[src/rtl/pc_sequencer_pkg.sv]
// Shared types and helpers for the multi-thread PC sequencer and the stages
// that reuse its round-robin arbiter.
package pc_sequencer_pkg;

  typedef enum logic {
    ST_IDLE = 1'b0,
    ST_RUN  = 1'b1
  } seq_state_e;

  // Thread-ID width; a single-thread build still carries a one-bit ID.
  function automatic int tid_width(input int n);
    return (n <= 1) ? 1 : $clog2(n);
  endfunction

endpackage

[src/rtl/rr_arbiter.sv]
// Combinational round-robin picker: grants the first requester at or after
// ptr, scanning upward and wrapping back to index 0.
module rr_arbiter
  import pc_sequencer_pkg::*;
#(
  parameter int N  = 4,
  parameter int PW = tid_width(N)
) (
  input  logic [N-1:0]  req,
  input  logic [PW-1:0] ptr,
  output logic [PW-1:0] grant,
  output logic          any_grant
);

  logic [PW-1:0] hi_idx;
  logic [PW-1:0] lo_idx;
  logic          hi_found;
  logic          lo_found;

  // Walking downward leaves the lowest match in each half; the upper half
  // (index >= ptr) wins, otherwise wrap to the lowest requester overall.
  always_comb begin
    hi_idx   = '0;
    lo_idx   = '0;
    hi_found = 1'b0;
    lo_found = 1'b0;
    for (int j = N - 1; j >= 0; j--) begin
      if (req[j]) begin
        lo_found = 1'b1;
        lo_idx   = PW'(j);
        if (j >= int'(ptr)) begin
          hi_found = 1'b1;
          hi_idx   = PW'(j);
        end
      end
    end
    any_grant = lo_found;
    grant     = hi_found ? hi_idx : lo_idx;
  end

endmodule

[src/rtl/pc_sequencer.sv]
// Multi-thread IF-stage PC sequencer with round-robin issue, stall, redirect
// bypass and start/halt control. Optional macro PC_ALIGN_CHECK_EN drops misaligned redirects.
module pc_sequencer
  import pc_sequencer_pkg::*;
#(
  parameter int              XLEN          = 32,
  parameter int              NUM_THREADS   = 4,
  parameter logic [XLEN-1:0] RESET_PC      = '0,
  parameter logic [XLEN-1:0] THREAD_STRIDE = '0,
  parameter int              PC_INC        = 4,
  localparam int             TIDW          = tid_width(NUM_THREADS)
) (
  input  logic                   clk_i,
  input  logic                   rst_i,
  input  logic                   start_i,
  input  logic                   halt_i,
  input  logic                   stall_i,
  input  logic [NUM_THREADS-1:0] thread_en_i,
  input  logic                   redirect_valid_i,
  input  logic [TIDW-1:0]        redirect_tid_i,
  input  logic [XLEN-1:0]        redirect_pc_i,
  output logic [XLEN-1:0]        pc_o,
  output logic [TIDW-1:0]        tid_o,
  output logic                   valid_o
`ifdef PC_ALIGN_CHECK_EN
  ,
  output logic                   misalign_o,
  output logic [TIDW-1:0]        misalign_tid_o
`endif
);

  seq_state_e      state_q;
  logic [XLEN-1:0] pc_q [NUM_THREADS];
  logic [TIDW-1:0] rr_ptr;
  logic [TIDW-1:0] grant;
  logic            any_grant;
  logic            redir_ok;
  logic            bypass;
  logic [XLEN-1:0] eff_pc;
  logic [TIDW-1:0] next_ptr;

  rr_arbiter #(
    .N  (NUM_THREADS),
    .PW (TIDW)
  ) u_arb (
    .req       (thread_en_i),
    .ptr       (rr_ptr),
    .grant     (grant),
    .any_grant (any_grant)
  );

`ifdef PC_ALIGN_CHECK_EN
  localparam logic [XLEN-1:0] ALIGN_MASK = XLEN'(PC_INC - 1);
  logic misaligned;
  assign misaligned = |(redirect_pc_i & ALIGN_MASK);
  assign redir_ok   = redirect_valid_i & ~misaligned;
`else
  assign redir_ok   = redirect_valid_i;
`endif

  assign bypass   = redir_ok && (redirect_tid_i == grant);
  assign eff_pc   = bypass ? redirect_pc_i : pc_q[grant];
  assign next_ptr = (int'(grant) == NUM_THREADS - 1) ? '0 : grant + 1'b1;

  // Redirects land first; an issue to the same thread later in this block
  // overrides its entry with the post-increment bypass value.
  always_ff @(posedge clk_i) begin
    if (rst_i) begin
      state_q <= ST_IDLE;
      rr_ptr  <= '0;
      pc_o    <= '0;
      tid_o   <= '0;
      valid_o <= 1'b0;
      for (int t = 0; t < NUM_THREADS; t++) begin
        pc_q[t] <= RESET_PC + XLEN'(t) * THREAD_STRIDE;
      end
`ifdef PC_ALIGN_CHECK_EN
      misalign_o     <= 1'b0;
      misalign_tid_o <= '0;
`endif
    end else begin
      for (int t = 0; t < NUM_THREADS; t++) begin
        if (redir_ok && (redirect_tid_i == TIDW'(t))) begin
          pc_q[t] <= redirect_pc_i;
        end
      end
`ifdef PC_ALIGN_CHECK_EN
      misalign_o <= redirect_valid_i && misaligned;
      if (redirect_valid_i && misaligned) begin
        misalign_tid_o <= redirect_tid_i;
      end
`endif
      case (state_q)
        ST_IDLE: begin
          valid_o <= 1'b0;
          if (start_i && !halt_i) begin
            state_q <= ST_RUN;
          end
        end
        ST_RUN: begin
          if (halt_i) begin
            state_q <= ST_IDLE;
            valid_o <= 1'b0;
          end else if (!stall_i) begin
            if (any_grant) begin
              pc_o        <= eff_pc;
              tid_o       <= grant;
              valid_o     <= 1'b1;
              pc_q[grant] <= eff_pc + XLEN'(PC_INC);
              rr_ptr      <= next_ptr;
            end else begin
              valid_o <= 1'b0;
            end
          end
        end
        default: state_q <= ST_IDLE;
      endcase
    end
  end

endmodule
[config.mk]
export PLATFORM = sky130hd
export DESIGN_NAME = pc_sequencer
export DESIGN_NICKNAME = d
export VERILOG_FILES = /design/src/rtl/pc_sequencer_pkg.sv /design/src/rtl/rr_arbiter.sv /design/src/rtl/pc_sequencer.sv
export SDC_FILE = /design/constraint.sdc
export NUM_CORES = 1
export LEC_CHECK = 0
export ABC_AREA = 1
export CORE_MARGIN = 5
export CORE_UTILIZATION = 53
export DETAILED_ROUTE_END_ITERATION = 10
export PLACE_DENSITY = 0.83
export SLEW_MARGIN = 0
export SYNTH_ARGS = -nofsm -noshare
export SYNTH_HDL_FRONTEND = slang
export SYNTH_SLANG_ARGS = --single-unit
[constraint.sdc]
create_clock -name clk_i -period 4.36 [get_ports clk_i]
set_input_delay 1.308 -clock clk_i [delete_from_list [all_inputs] [get_ports clk_i]]
set_output_delay 1.308 -clock clk_i [all_outputs]
set_load 0.02 [all_outputs]
* After elaboration in Yosys (flattened, before gate mapping)
Memories as Yosys holds them, arrays and structs flattened. Cells that the tools add are included.
Operators by class: equality and inequality tests 6, $add $sub $neg 2, order comparisons 3, bitwise logic cells 7, reduce and logical (&&, ||, !) cells 9, multiplexer cells 53
Operator list (number):
- $mux W32 | 5
- $mux W1 | 34
- $add A32 B3 Y32 const B | 1
- $mux W2 | 12
- $logic_and A1 B1 Y1 | 6
- $eq A2 B1 Y1 const B | 2
- $eq A2 B2 Y1 const B | 2
- $ge A1 B2 Y1 const A | 2
- $or A1 B1 Y1 | 4
- $pmux W1 S2 | 2
- $reduce_and A4 Y1 | 1
- $ne A3 B3 Y1 const B | 1
- $not A1 Y1 | 3
- $add A2 B1 Y2 const B | 1
- $eq A2 B2 Y1 | 1
- $ge A2 B2 Y1 const A | 1
- $logic_not A2 Y1 | 1
- $logic_not A1 Y1 | 1
Storage, ports and cells: bits in registers 38, memories 1, bits in writable memories 128, bits of input ports 44, output and inout port bits 35
Memory list:
- pc_q | words 4, bits a word 32, rd ports 1, clocked after memory_dff 0, wr ports 5, line pc_sequencer.sv:33 | logic [XLEN-1:0] pc_q [NUM_THREADS];

* Longest topological paths before layout
Gate-level depths: netlist of run 1.
depth in word-level cells 12, mapped depth 23, mapped depth without buffers 22

* Modules after synthesis
From an unflattened synthesis of run 1, not the netlist that was laid out.
Unflattened totals: cells, all modules 1373, area, all modules 10043.4 µm²
Modules (own cells, without submodules):
- pc_sequencer | cells each 1353, times used 1, area each 9962.1 µm²
- rr_arbiter | cells each 20, times used 1, area each 81.3 µm²

* Least setup slack after synthesis of run 1
Ideal clock, no wire load.
path type in2reg, start point in thread_en_i[1], end point mem pc_q[1][0], enable pin, setup time 0.561 ns, arrival 3.701 ns, data required time 3.799 ns, cell stages on the path 12, buffers on the path 3, slack 0.098 ns, path through inv_1 nor2_1 a21oi_2 nand3_2 nand2_2 buf_2 buf_2 inv_2 ha_1 nand2_1 clkbuf_1 nand3_1
RTL lines:
- start: declaration | line pc_sequencer.sv:18 | input logic [NUM_THREADS-1:0] thread_en_i,
- end: declaration | line pc_sequencer.sv:33

==> results of run 1 <==
==> routing by layer <==
metal,share of wire,GRT usage,up-vias
met5,0.0014,0,-
met4,0.039,0.1124,2
met3,0.11,0.05793,125
li1,-,-,4611
met1,0.39,0.3992,4499
met2,0.46,0.4806,671
==> logic make-up (layout without fill, tap and decap cells) <==
kind of cell / after synthesis / after routing / share of synthesized area
buf+inv: 179 / 349 / 0.07551
xor+xnor: 12 / 12 / 0.01312
compound gates: 114 / 114 / 0.07409
fa+ha+maj: 5 / 5 / 0.006432
simple gates: 828 / 828 / 0.3575
flops: 166 / 166 / 0.4734
==> power by group through the flow <==
| stage | logic, mW | registers (mW) | clock network [mW] |
|---|---|---|---|
| finish | 0.942 | 1.81 | 1.63 |
| global placement | 0.893 | 1.84 | 0 |
| CTS | 0.918 | 1.81 | 1.62 |
| detailed placement | 0.905 | 1.84 | 0 |
| floorplan | 0.472 | 1.84 | 0 |
| global route | 1.01 | 1.81 | 1.70 |
==> layout make-up <==
| class | count | area share |
|---|---|---|
| sequential | 166 | 0.3770 |
| multi-input combinational | 959 | 0.3616 |
| timing repair buffer | 198 | 0.1479 |
| inverter | 119 | 0.03698 |
| clock buffer | 23 | 0.04446 |
| tap | 229 | 0.02346 |
| clock inverter | 9 | 0.008605 |
==> sequential cells by signal, indices dropped and copies added (netlist names) <==
signal	cells
pc_q	128
pc_o	32
rr_ptr	2
tid_o	2
state_q	1
valid_o	1
==> layout by cell type, fill, tap and decap left out, drive strengths merged, types with 11 or more instances in the layout <==
master / instances
edfxtp: 128
nand2: 553
nor2: 94
xor2: 11
dfxtp: 38
inv: 117
o211ai: 26
o22ai: 57
clkbuf: 23
nand3: 167
o21ai: 22
clkdlybuf4s50: 78
buf: 120
==> tightest hold or removal path, cell delays in order (launching register included) <==
cell and delay, ns:
dfxtp_1 0.31, nand3_1 0.07, a21oi_1 0.06
==> metrics by stage <==
step | utilization | TNS, ns
CTS | 0.6776 | 0
global placement | 0.6417 | 0
finish | 0.6776 | 0
floorplan | - | 0
detailed placement | 0.6417 | -0.06972
global route | 0.6776 | 0
==> how the worst min path moves through the flow <==
stage,from,end,depth (start not counted)
3_5_place_dp,valid_o$_SDFFE_PP0P_,valid_o$_SDFFE_PP0P_,2
5_1_grt,valid_o$_SDFFE_PP0P_,valid_o$_SDFFE_PP0P_,2
4_1_cts,valid_o$_SDFFE_PP0P_,valid_o$_SDFFE_PP0P_,2
3_3_place_gp,tid_o[0]$_SDFFE_PP0P_,tid_o[0]$_SDFFE_PP0P_,2
6_report,valid_o$_SDFFE_PP0P_,valid_o$_SDFFE_PP0P_,2
2_1_floorplan,state_q$_SDFF_PP0_,state_q$_SDFF_PP0_,2
==> out/qor.yml, run 1 <==
run_status:
  status: "completed"
critical_path:
  path_class: "primary input to register"
  cp_max_fo: 12
  worstPathRequired_ns: 4.66
  end_kind: "register"
  cpPeakStageDelay_ns: 0.48
  reg2reg_to: "pc_q[1][30]$_DFFE_PP_"
  crit_end: "pc_q[1][30]$_DFFE_PP_"
  startpoint_type: "primary input"
  worst-endpoint-arrival_ns: 4.32
  crit_family: "simple AND/OR/NAND/NOR gates"
  r2r_cells: 19
  r2r_setup_slack_ns: 1.36
  crit_top_cell: "nand2_1"
  worst-path-stages: 21
  r2r_start: "rr_ptr[1]$_SDFFE_PP0P_"
  path_buf_inv: 5
  crit_chain: "clkdlybuf4s50_1 > nor2_1 > nand2_1 > nand3_1 > nand2_2 > buf_4 > inv_1 > buf_4 > nand3_1 > nand2_1 > nand2_1 > nand2_1 > nand2_1 > nor2_1 > nand2_1 > nor2_1 > buf_4 > nand3b_1 > nand2_1 > nand2_1 > nand2_1"
  cp_slowest_cell: "clkdlybuf4s50_1"
  startpoint: "thread_en_i[0]"
global_route:
  antenna_found_initial: 1
  grt_max_degree: 64
  track_usage: 0.2976
  grt_pass1_wl_um: 50580
  overflow: 0
  grt_pass1_vias: 9548
yosys:
  seq_area_frac_synth: 0.4734
  synth_warnings: 0
  postSynthCellCount: 1304
  synth_nets: 1353
  synth_edf_count: 128
  synth_top_area_frac: 0.3952
  synth_area_leaders: "edfxtp_1 40%, nand2_1 21%, nand3_1 8.5%"
  async_flop_share: 0
  synthDistinctLibCells: 34
  ys_seq_elements: 166
  synthFlopType: "edfxtp_1"
  synth.avg_cell_area_sq_um: 7.459
  synth_common_cells: "535 x nand2_1, 165 x nand3_1, 128 x edfxtp_1"
  syn_area_sq_um: 9727
  synth_top_cell_by_area: "edfxtp_1"
  yosysMostFrequentCell: "nand2_1"
clock_tree:
  path_clk_slew_ns: 0.06
  clockBufferDepth: 2
  ctsResizeCount: 0
  cts_tree: "done"
  cts.sinks: 166
  cts_buffers: 17
  hold_buffers: 0
  clk_latency_ns: 0.43
  post_cts_buffers: 0
  clockRootBuffer: "clkbuf_16"
  cts_max_level: 4
timing:
  period_minus_slack_ns: 4.016
  slew_viol_final: 0
  finClkSkew_ns: 0.004884
  maxSlewHeadroom: 0.5605
  final.setup.worst_slack_ns: 0.3443
  setup_violations: 0
  hold_viol: 0
  whs_ns: 0.4927
  clock.fmax_ghz: 0.2490
  rsz0062_at_grt: "false"
  period_share: 0.9210
  tightest_slew_ns: 0.6523
cells_and_area:
  nets: 1510
  fillerInstances: 1444
  postLayoutCellArea_sq_um: 12210
  multi_input_area_sq_um: 4417
  drive_gt1_frac: 0.1343
  area_growth_pct: 25.57
  regArea_sq_um: 4604
  n_antenna_cell: 0
  stdcell_count: 1703
route:
  drt_iter0_markers: 1439
  vias: 9908
  drcViolationCount: 0
  routedWlPerCell_um: 18.85
  drtPass1Iterations: 8
  ant_nets: 0
  routed_wl_um: 32100
  avgViaCountPerCell: 5.818
placed_design:
  dp.cells: 1671
  placed_cell_area_sq_um: 11570
  port_buffers: 78
  routabilityCongestion: 0.9755
  hpwl_um: 21360
  post-place-ws_ns: -0.02562
floorplanning:
  dieArea_sq_um: 21160
  core-area_sq_um: 18020
  initial_utilization: 0.5396
  rows: 49
  die_h_um: 145.5
  die_x_um: 145.5
  io_pins: 79
power:
  p_per_area_nw_per_um2: 358.5
  comb_power_share: 0.215
  p_int_mw: 3.125
  ir_worst_vdd_v: 0.0002645
  p_total_mw: 4.379
  power_frac_clock: 0.372
  swShare: 0.2865
  leakagePower_nw: 5.643
  seqPwrFrac: 0.413
  p_switching_mw: 1.254
flow_run:
  drv_cap: 0
hold_path:
  hold_class: "register to register"
No activity file was read; power rests on OpenSTA's default activity.
==> run 2: changes to the inputs <==
- CORE_MARGIN: 5 -> not set
- CORE_UTILIZATION: 53 -> 55
- CTS_BUF_LIST: not set -> sky130_fd_sc_hd__clkbuf_4
- MAX_ROUTING_LAYER: not set -> met4
- PLACE_DENSITY: 0.83 -> 0.85
==> run 2 against run 1 <==
Global-route usage is 7.4 points higher. Die area is 14% lower. Setup slack better by 0.12 ns. Clock skew is 0.024 ns higher. Register-to-register slack worse by 0.06 ns. Critical endpoint is now pc_q[2][24]$_DFFE_PP_.
==> out/qor.yml, run 2 (synthesis results as in run 1) <==
power:
  p_total_mw: 3.708  # was 4.379 mW
  leakagePower_nw: 5.470  # was 5.643 nW
  p_per_area_nw_per_um2: 314.1  # was 358.5 nW/um^2
  ir_worst_vdd_v: 0.0002158  # was 0.0002645 V
timing:
  rsz0062_at_grt: "false"  # unchanged
  period_minus_slack_ns: 3.896  # was 4.016 ns
  setup_tns_ns: 0  # unchanged
  period_share: 0.8936  # was 0.9210
  finClkSkew_ns: 0.02842  # was 0.004884 ns
  maxSlewHeadroom: 0.5366  # was 0.5605
  final.setup.worst_slack_ns: 0.4637  # was 0.3443 ns
  setup_violations: 0  # unchanged
  slew_viol_final: 0  # unchanged
  tightest_slew_ns: 0.6878  # was 0.6523 ns
  hold_viol: 0  # unchanged
  clock.fmax_ghz: 0.2567  # was 0.2490 GHz
clock_tree:
  clockBufferDepth: 2  # unchanged
  cts_tree: "done"  # unchanged
  hold_buffers: 0  # unchanged
  path_clk_slew_ns: 0.15  # was 0.06 ns
  cts.sinks: 166  # unchanged
  clk_latency_ns: 0.61  # was 0.43 ns
  cts_buffers: 17  # unchanged
  clockRootBuffer: "clkbuf_4"  # was clkbuf_16
  cts_max_level: 4  # unchanged
  post_cts_buffers: 0  # unchanged
  ctsResizeCount: 0  # unchanged
cells_and_area:
  multi_input_area_sq_um: 4417  # unchanged
  largest_register_ffs: 128  # unchanged
  regArea_sq_um: 4604  # unchanged
  largest_register: "pc_q"  # unchanged
  final_common_cell: "nand2_1"  # unchanged
  reg_top3: "pc_q x128, pc_o x32"  # unchanged
  area_growth_pct: 21.39  # was 25.57%
  final_cell_mix: "535 x nand2_1, 161 x nand3_1, 128 x edfxtp_1, 111 x buf_4, 107 x inv_1"  # was 535 x nand2_1, 161 x nand3_1, 128 x edfxtp_1, 110 x buf_4, 107 x inv_1
  fillerInstances: 1390  # was 1444
  nets: 1508  # was 1510
  drive_gt1_frac: 0.1352  # was 0.1343
global_route:
  track_usage: 0.3720  # was 0.2976
  grt_max_degree: 64  # unchanged
  grt_pass1_wl_um: 49200  # was 50580 um
  overflow: 0  # unchanged
  antenna_found_initial: 1  # unchanged
  grt_pass1_vias: 9300  # was 9548
floorplanning:
  dieArea_sq_um: 18220  # was 21160 sq um
  rows: 48  # was 49
  initial_utilization: 0.5624  # was 0.5396
  die_x_um: 135.0  # was 145.5 um
  die_h_um: 135.0  # was 145.5 um
  core-area_sq_um: 17300  # was 18020 sq um
  io_pins: 79  # unchanged
route:
  wl_met3_um: 4232  # was 3671 um
  ant_nets: 0  # unchanged
  routedWlPerCell_um: 18.79  # was 18.85 um
  drtPass1Iterations: 6  # was 8
  drcViolationCount: 0  # unchanged
  avgViaCountPerCell: 5.905  # was 5.818
  highest_layer: "met4"  # was met5
  routed_wl_um: 31930  # was 32100 um
  met1_length_um: 12090  # was 12490 um
  drt_iter0_markers: 1485  # was 1439
  wl_met2_um: 14280  # was 14640 um
  vias: 10033  # was 9908
critical_path:
  path_class: "primary input to register"  # unchanged
  reg2reg_to: "pc_q[2][24]$_DFFE_PP_"  # was pc_q[1][30]$_DFFE_PP_
  r2r_setup_slack_ns: 1.30  # was 1.36 ns
  r2r_cells: 17  # was 19
  end_kind: "register"  # unchanged
  cp_max_fo: 26  # was 12
  worstPathRequired_ns: 4.73  # was 4.66 ns
  startpoint_type: "primary input"  # unchanged
  worst-endpoint-arrival_ns: 4.27  # was 4.32 ns
  r2r_start: "rr_ptr[1]$_SDFFE_PP0P_"  # unchanged
placed_design:
  port_buffers: 78  # unchanged
  post-place-ws_ns: -0.04829  # was -0.02562 ns
  routabilityCongestion: 0.9895  # was 0.9755
  hpwl_um: 21600  # was 21360 um
flow_run:
  drv_cap: 0  # unchanged
hold_path:
  hold_class: "register to register"  # unchanged
  holdPathStages: 2  # unchanged
  holdPathEnd: "tid_o[0]$_SDFFE_PP0P_"  # was valid_o$_SDFFE_PP0P_
  hp-start: "tid_o[0]$_SDFFE_PP0P_"  # was valid_o$_SDFFE_PP0P_
run_status:
  status: "completed"  # unchanged
-- run 2: cell count changes in the layout (fill, tap and decap cells not counted), moves of 2 or more --
cell and change:
buf_12 -3, clkbuf_16 -21, clkbuf_4 +17, clkinv_1 -2
clkinv_4 +2, clkinvlp_4 -2, diode_2 +2, inv_6 +5
-- run 2: worst max path at each step --
stage | start | to | cells after the start
floorplan | thread_en_i[1] | pc_q[1][0]$_DFFE_PP_ | 12
global placement | thread_en_i[1] | pc_q[3][16]$_DFFE_PP_ | 22
detailed placement | thread_en_i[1] | pc_q[2][24]$_DFFE_PP_ | 19
CTS | thread_en_i[1] | pc_q[2][24]$_DFFE_PP_ | 19
global route | thread_en_i[2] | pc_q[3][24]$_DFFE_PP_ | 24
finish | thread_en_i[1] | pc_q[2][24]$_DFFE_PP_ | 19
-- run 2: routing by layer --
layer / vias up / GRT usage
met1: 4469 / 0.4734
met3: 138 / 0.07357
met5: - / -
li1: 4604 / -
met4: 0 / 0.1667
met2: 822 / 0.5753
-- run 2: cell type report --
cell class | instances | area share
diodes | 2 | 0.0004239
clock buffers | 17 | 0.01081
clock inverters | 15 | 0.01409
inverters | 119 | 0.03825
multi-input cells | 959 | 0.3741
flip-flops and latches | 166 | 0.3900
well taps | 225 | 0.02384
repair buffers | 196 | 0.1486
-- run 2: power breakdown --
part	internal (mW)	switching, mW	leakage [nW]
logic	0.347	0.594	3.65
clock network	0.357	0.606	0.165
registers	1.78	0.0240	1.65
total	2.48	1.22	5.47
-- run 2: critical path, cell delays in order --
cell and delay (ns):
clkdlybuf4s50_1 0.47, inv_1 0.05, nor2_1 0.15, o21a_2 0.23, nand2_2 0.16, buf_4 0.28, nand2_1 0.10, nand3_1 0.12
nand3_1 0.11, nand2_1 0.13, nor2_1 0.17, nand2_1 0.13, nor2_1 0.25, buf_4 0.17, nand3_1 0.06, nand2_1 0.06
nand2_1 0.13, nand2_1 0.10, nand2_1 0.07
-- run 2: metrics by stage --
stage	hold WS, ns	area (sq um)	util	std cells
floorplan	0.4666	9727	-	1304
global placement	0.4568	11510	0.6654	1665
detailed placement	0.4832	11510	0.6654	1665
CTS	0.5038	11800	0.6824	1697
global route	0.5427	11810	0.6827	1699
finish	0.5016	11810	0.6827	1699
==> run 3: changes to the inputs <==
--- a/config.mk
+++ b/config.mk
@@ -11,3 +11,2 @@
 export DETAILED_ROUTE_END_ITERATION = 10
-export MAX_ROUTING_LAYER = met4
 export PLACE_DENSITY = 0.85
--- a/constraint.sdc
+++ b/constraint.sdc
@@ -3,2 +3,2 @@
 set_output_delay 1.308 -clock clk_i [all_outputs]
-set_load 0.02 [all_outputs]
+set_load 0.01 [all_outputs]
==> run 3 against run 2 <==
The flow now finishes with violations (DRC). Setup slack improved by 0.014 ns. Die area did not move. Non-clock buffer count rose by 2. Clock skew fell by 0.0055 ns. Sequential share of layout area fell by 0.17 points. Sequential power barely moved. Flip-flop and latch count did not move. Critical endpoint is now pc_q[1][17]$_DFFE_PP_. Highest routed layer unchanged.
==> out/qor.yml, run 3 (synthesis results as in run 1) <==
critical_path:
  r2r_start: "rr_ptr[1]$_SDFFE_PP0P_"  # unchanged
  startpoint: "thread_en_i[2]"  # was thread_en_i[1]
  path_class: "primary input to register"  # unchanged
  worstPathRequired_ns: 4.85  # was 4.73 ns
  cp_max_fo: 12  # was 26
  end_kind: "register"  # unchanged
  startpoint_type: "primary input"  # unchanged
  worst-endpoint-arrival_ns: 4.37  # was 4.27 ns
timing:
  maxSlewHeadroom: 0.5904  # was 0.5366
  period_minus_slack_ns: 3.883  # was 3.896 ns
  clock.fmax_ghz: 0.2575  # was 0.2567 GHz
  rsz0062_at_grt: "false"  # unchanged
  tightest_slew_ns: 0.6129  # was 0.6878 ns
  slew_viol_final: 0  # unchanged
  finClkSkew_ns: 0.02290  # was 0.02842 ns
  hold_viol: 0  # unchanged
  setup_violations: 0  # unchanged
  setup_tns_ns: 0  # unchanged
  period_share: 0.8905  # was 0.8936
placed_design:
  hpwl_um: 21420  # was 21600 um
  port_buffers: 78  # unchanged
  placed_cell_area_sq_um: 11540  # was 11510 sq um
  routabilityCongestion: 0.9884  # was 0.9895
floorplanning:
  die_x_um: 135.0  # unchanged
  rows: 48  # unchanged
  core-area_sq_um: 17300  # unchanged
  io_pins: 79  # unchanged
  dieArea_sq_um: 18220  # unchanged
  initial_utilization: 0.5624  # unchanged
  die_h_um: 135.0  # unchanged
cells_and_area:
  fin_util: 0.6856  # was 0.6827
  final_common_cell: "nand2_1"  # unchanged
  area_growth_pct: 21.92  # was 21.39%
  drive_gt1_frac: 0.1357  # was 0.1352
  largest_register_ffs: 128  # unchanged
  postLayoutCellArea_sq_um: 11860  # was 11810 sq um
  nets: 1510  # was 1508
  final_cell_mix: "535 x nand2_1, 161 x nand3_1, 128 x edfxtp_1, 112 x buf_4, 108 x inv_1"  # was 535 x nand2_1, 161 x nand3_1, 128 x edfxtp_1, 111 x buf_4, 107 x inv_1
  fillerInstances: 1371  # was 1390
  multi_input_area_sq_um: 4417  # unchanged
  regArea_sq_um: 4604  # unchanged
  reg_top3: "pc_q x128, pc_o x32"  # unchanged
  largest_register: "pc_q"  # unchanged
global_route:
  grt_pass1_wl_um: 49250  # was 49200 um
  track_usage: 0.3597  # was 0.3720
  grt_max_degree: 64  # unchanged
  grt_pass1_vias: 9378  # was 9300
  antenna_found_initial: 1  # unchanged
  overflow: 0  # unchanged
clock_tree:
  cts.sinks: 166  # unchanged
  post_cts_buffers: 0  # unchanged
  clockBufferDepth: 2  # unchanged
  cts_buffers: 17  # unchanged
  path_clk_slew_ns: 0.13  # was 0.15 ns
  hold_buffers: 0  # unchanged
  cts_max_level: 4  # unchanged
  cts_tree: "done"  # unchanged
  clockRootBuffer: "clkbuf_4"  # unchanged
  clk_latency_ns: 0.62  # was 0.61 ns
  ctsResizeCount: 0  # unchanged
flow_run:
  drv_cap: 0  # unchanged
route:
  drcViolationCount: 1  # was 0
  vias: 9885  # was 10033
  avgViaCountPerCell: 5.811  # was 5.905
  drtPass1Iterations: 11  # was 6
  routedWlPerCell_um: 18.49  # was 18.79 um
  routed_wl_um: 31450  # was 31930 um
  drt_iter0_markers: 1228  # was 1485
  ant_nets: 0  # unchanged
power:
  ir_worst_vdd_v: 0.0001790  # was 0.0002158 V
  p_per_area_nw_per_um2: 316.4  # was 314.1 nW/um^2
  leakagePower_nw: 5.504  # was 5.470 nW
run_status:
  status: "finished with violations"  # was completed
  violations: "DRC"
hold_path:
  hold_class: "register to register"  # unchanged
  hp-start: "valid_o$_SDFFE_PP0P_"  # was tid_o[0]$_SDFFE_PP0P_
==> run 3: changes by cell type in the layout (fill, tap and decap cells not counted) <==
cell | before | now
buf_12 | 7 | 8
buf_4 | 111 | 112
bufinv_16 | 2 | 4
clkbuf_4 | 17 | 19
clkinv_2 | 2 | 1
clkinv_4 | 2 | 0
inv_1 | 107 | 108
inv_2 | 7 | 8
inv_4 | 1 | 4
inv_6 | 8 | 3
inv_8 | 1 | 0
==> run 3: stage by stage <==
| stage | worst slack, ns | hold slack (ns) | instances | total power, mW |
|---|---|---|---|---|
| after floorplan | 0.09795 | 0.4666 | 1304 | 2.310 |
| after global placement | 0.04044 | 0.4711 | 1667 | 2.716 |
| after detailed placement | -0.07255 | 0.4867 | 1667 | 2.735 |
| after CTS | 0.5279 | 0.5098 | 1699 | 3.724 |
| after global routing | 0.1901 | 0.5337 | 1700 | 3.884 |
| final | 0.4772 | 0.5044 | 1701 | 3.752 |
==> run 3: layout make-up <==
| cell class | count | area share |
|---|---|---|
| Tap cell | 225 | 0.02374 |
| Multi-Input combinational cell | 959 | 0.3724 |
| Sequential cell | 166 | 0.3883 |
| Inverter | 119 | 0.03809 |
| Clock inverter | 13 | 0.01477 |
| Clock buffer | 19 | 0.01203 |
| Timing Repair Buffer | 198 | 0.1502 |
| Antenna cell | 2 | 0.0004220 |
==> run 3: layer usage <==
metal | part of all wire | routed length (um) | track usage | vias up
met5 | 0 | 0 | 0 | -
met1 | 0.39 | 12240 | 0.4778 | 4474
li1 | - | - | - | 4602
met2 | 0.46 | 14370 | 0.5670 | 688
met4 | 0.038 | 1210 | 0.1554 | 0
met3 | 0.12 | 3636 | 0.07845 | 121
==> run 3: worst max-delay path, stage by stage <==
cell,delay (ns)
clkdlybuf4s50_1,0.55
inv_1,0.08
nand2_1,0.07
nand2_1,0.06
nand2_1,0.07
nand3_2,0.13
nand2_2,0.19
buf_4,0.18
buf_4,0.19
nand2_1,0.07
nand3_1,0.08
nand3_1,0.10
nand2_1,0.18
nand2_1,0.15
inv_1,0.10
nand2_1,0.10
nor2_1,0.21
nand2_1,0.11
xor2_1,0.28
nand2_1,0.10
nand2_1,0.07
==> run 3: worst paths after layout <==
path                                               to  depth (start not counted)  slack [ns]
worst max register to register  pc_q[1][17]$_DFFE_PP_                         18        1.31
worst max-delay path            pc_q[1][17]$_DFFE_PP_                         21        0.48
worst min-delay path             valid_o$_SDFFE_PP0P_                          2        0.50
worst min register to register   valid_o$_SDFFE_PP0P_                          2        0.50
==> run 3: power by group <==
| part | leakage (nW) | switching (mW) | internal (mW) |
|---|---|---|---|
| logic | 3.67 | 0.585 | 0.342 |
| clock network | 0.184 | 0.554 | 0.468 |
| registers | 1.65 | 0.0232 | 1.78 |
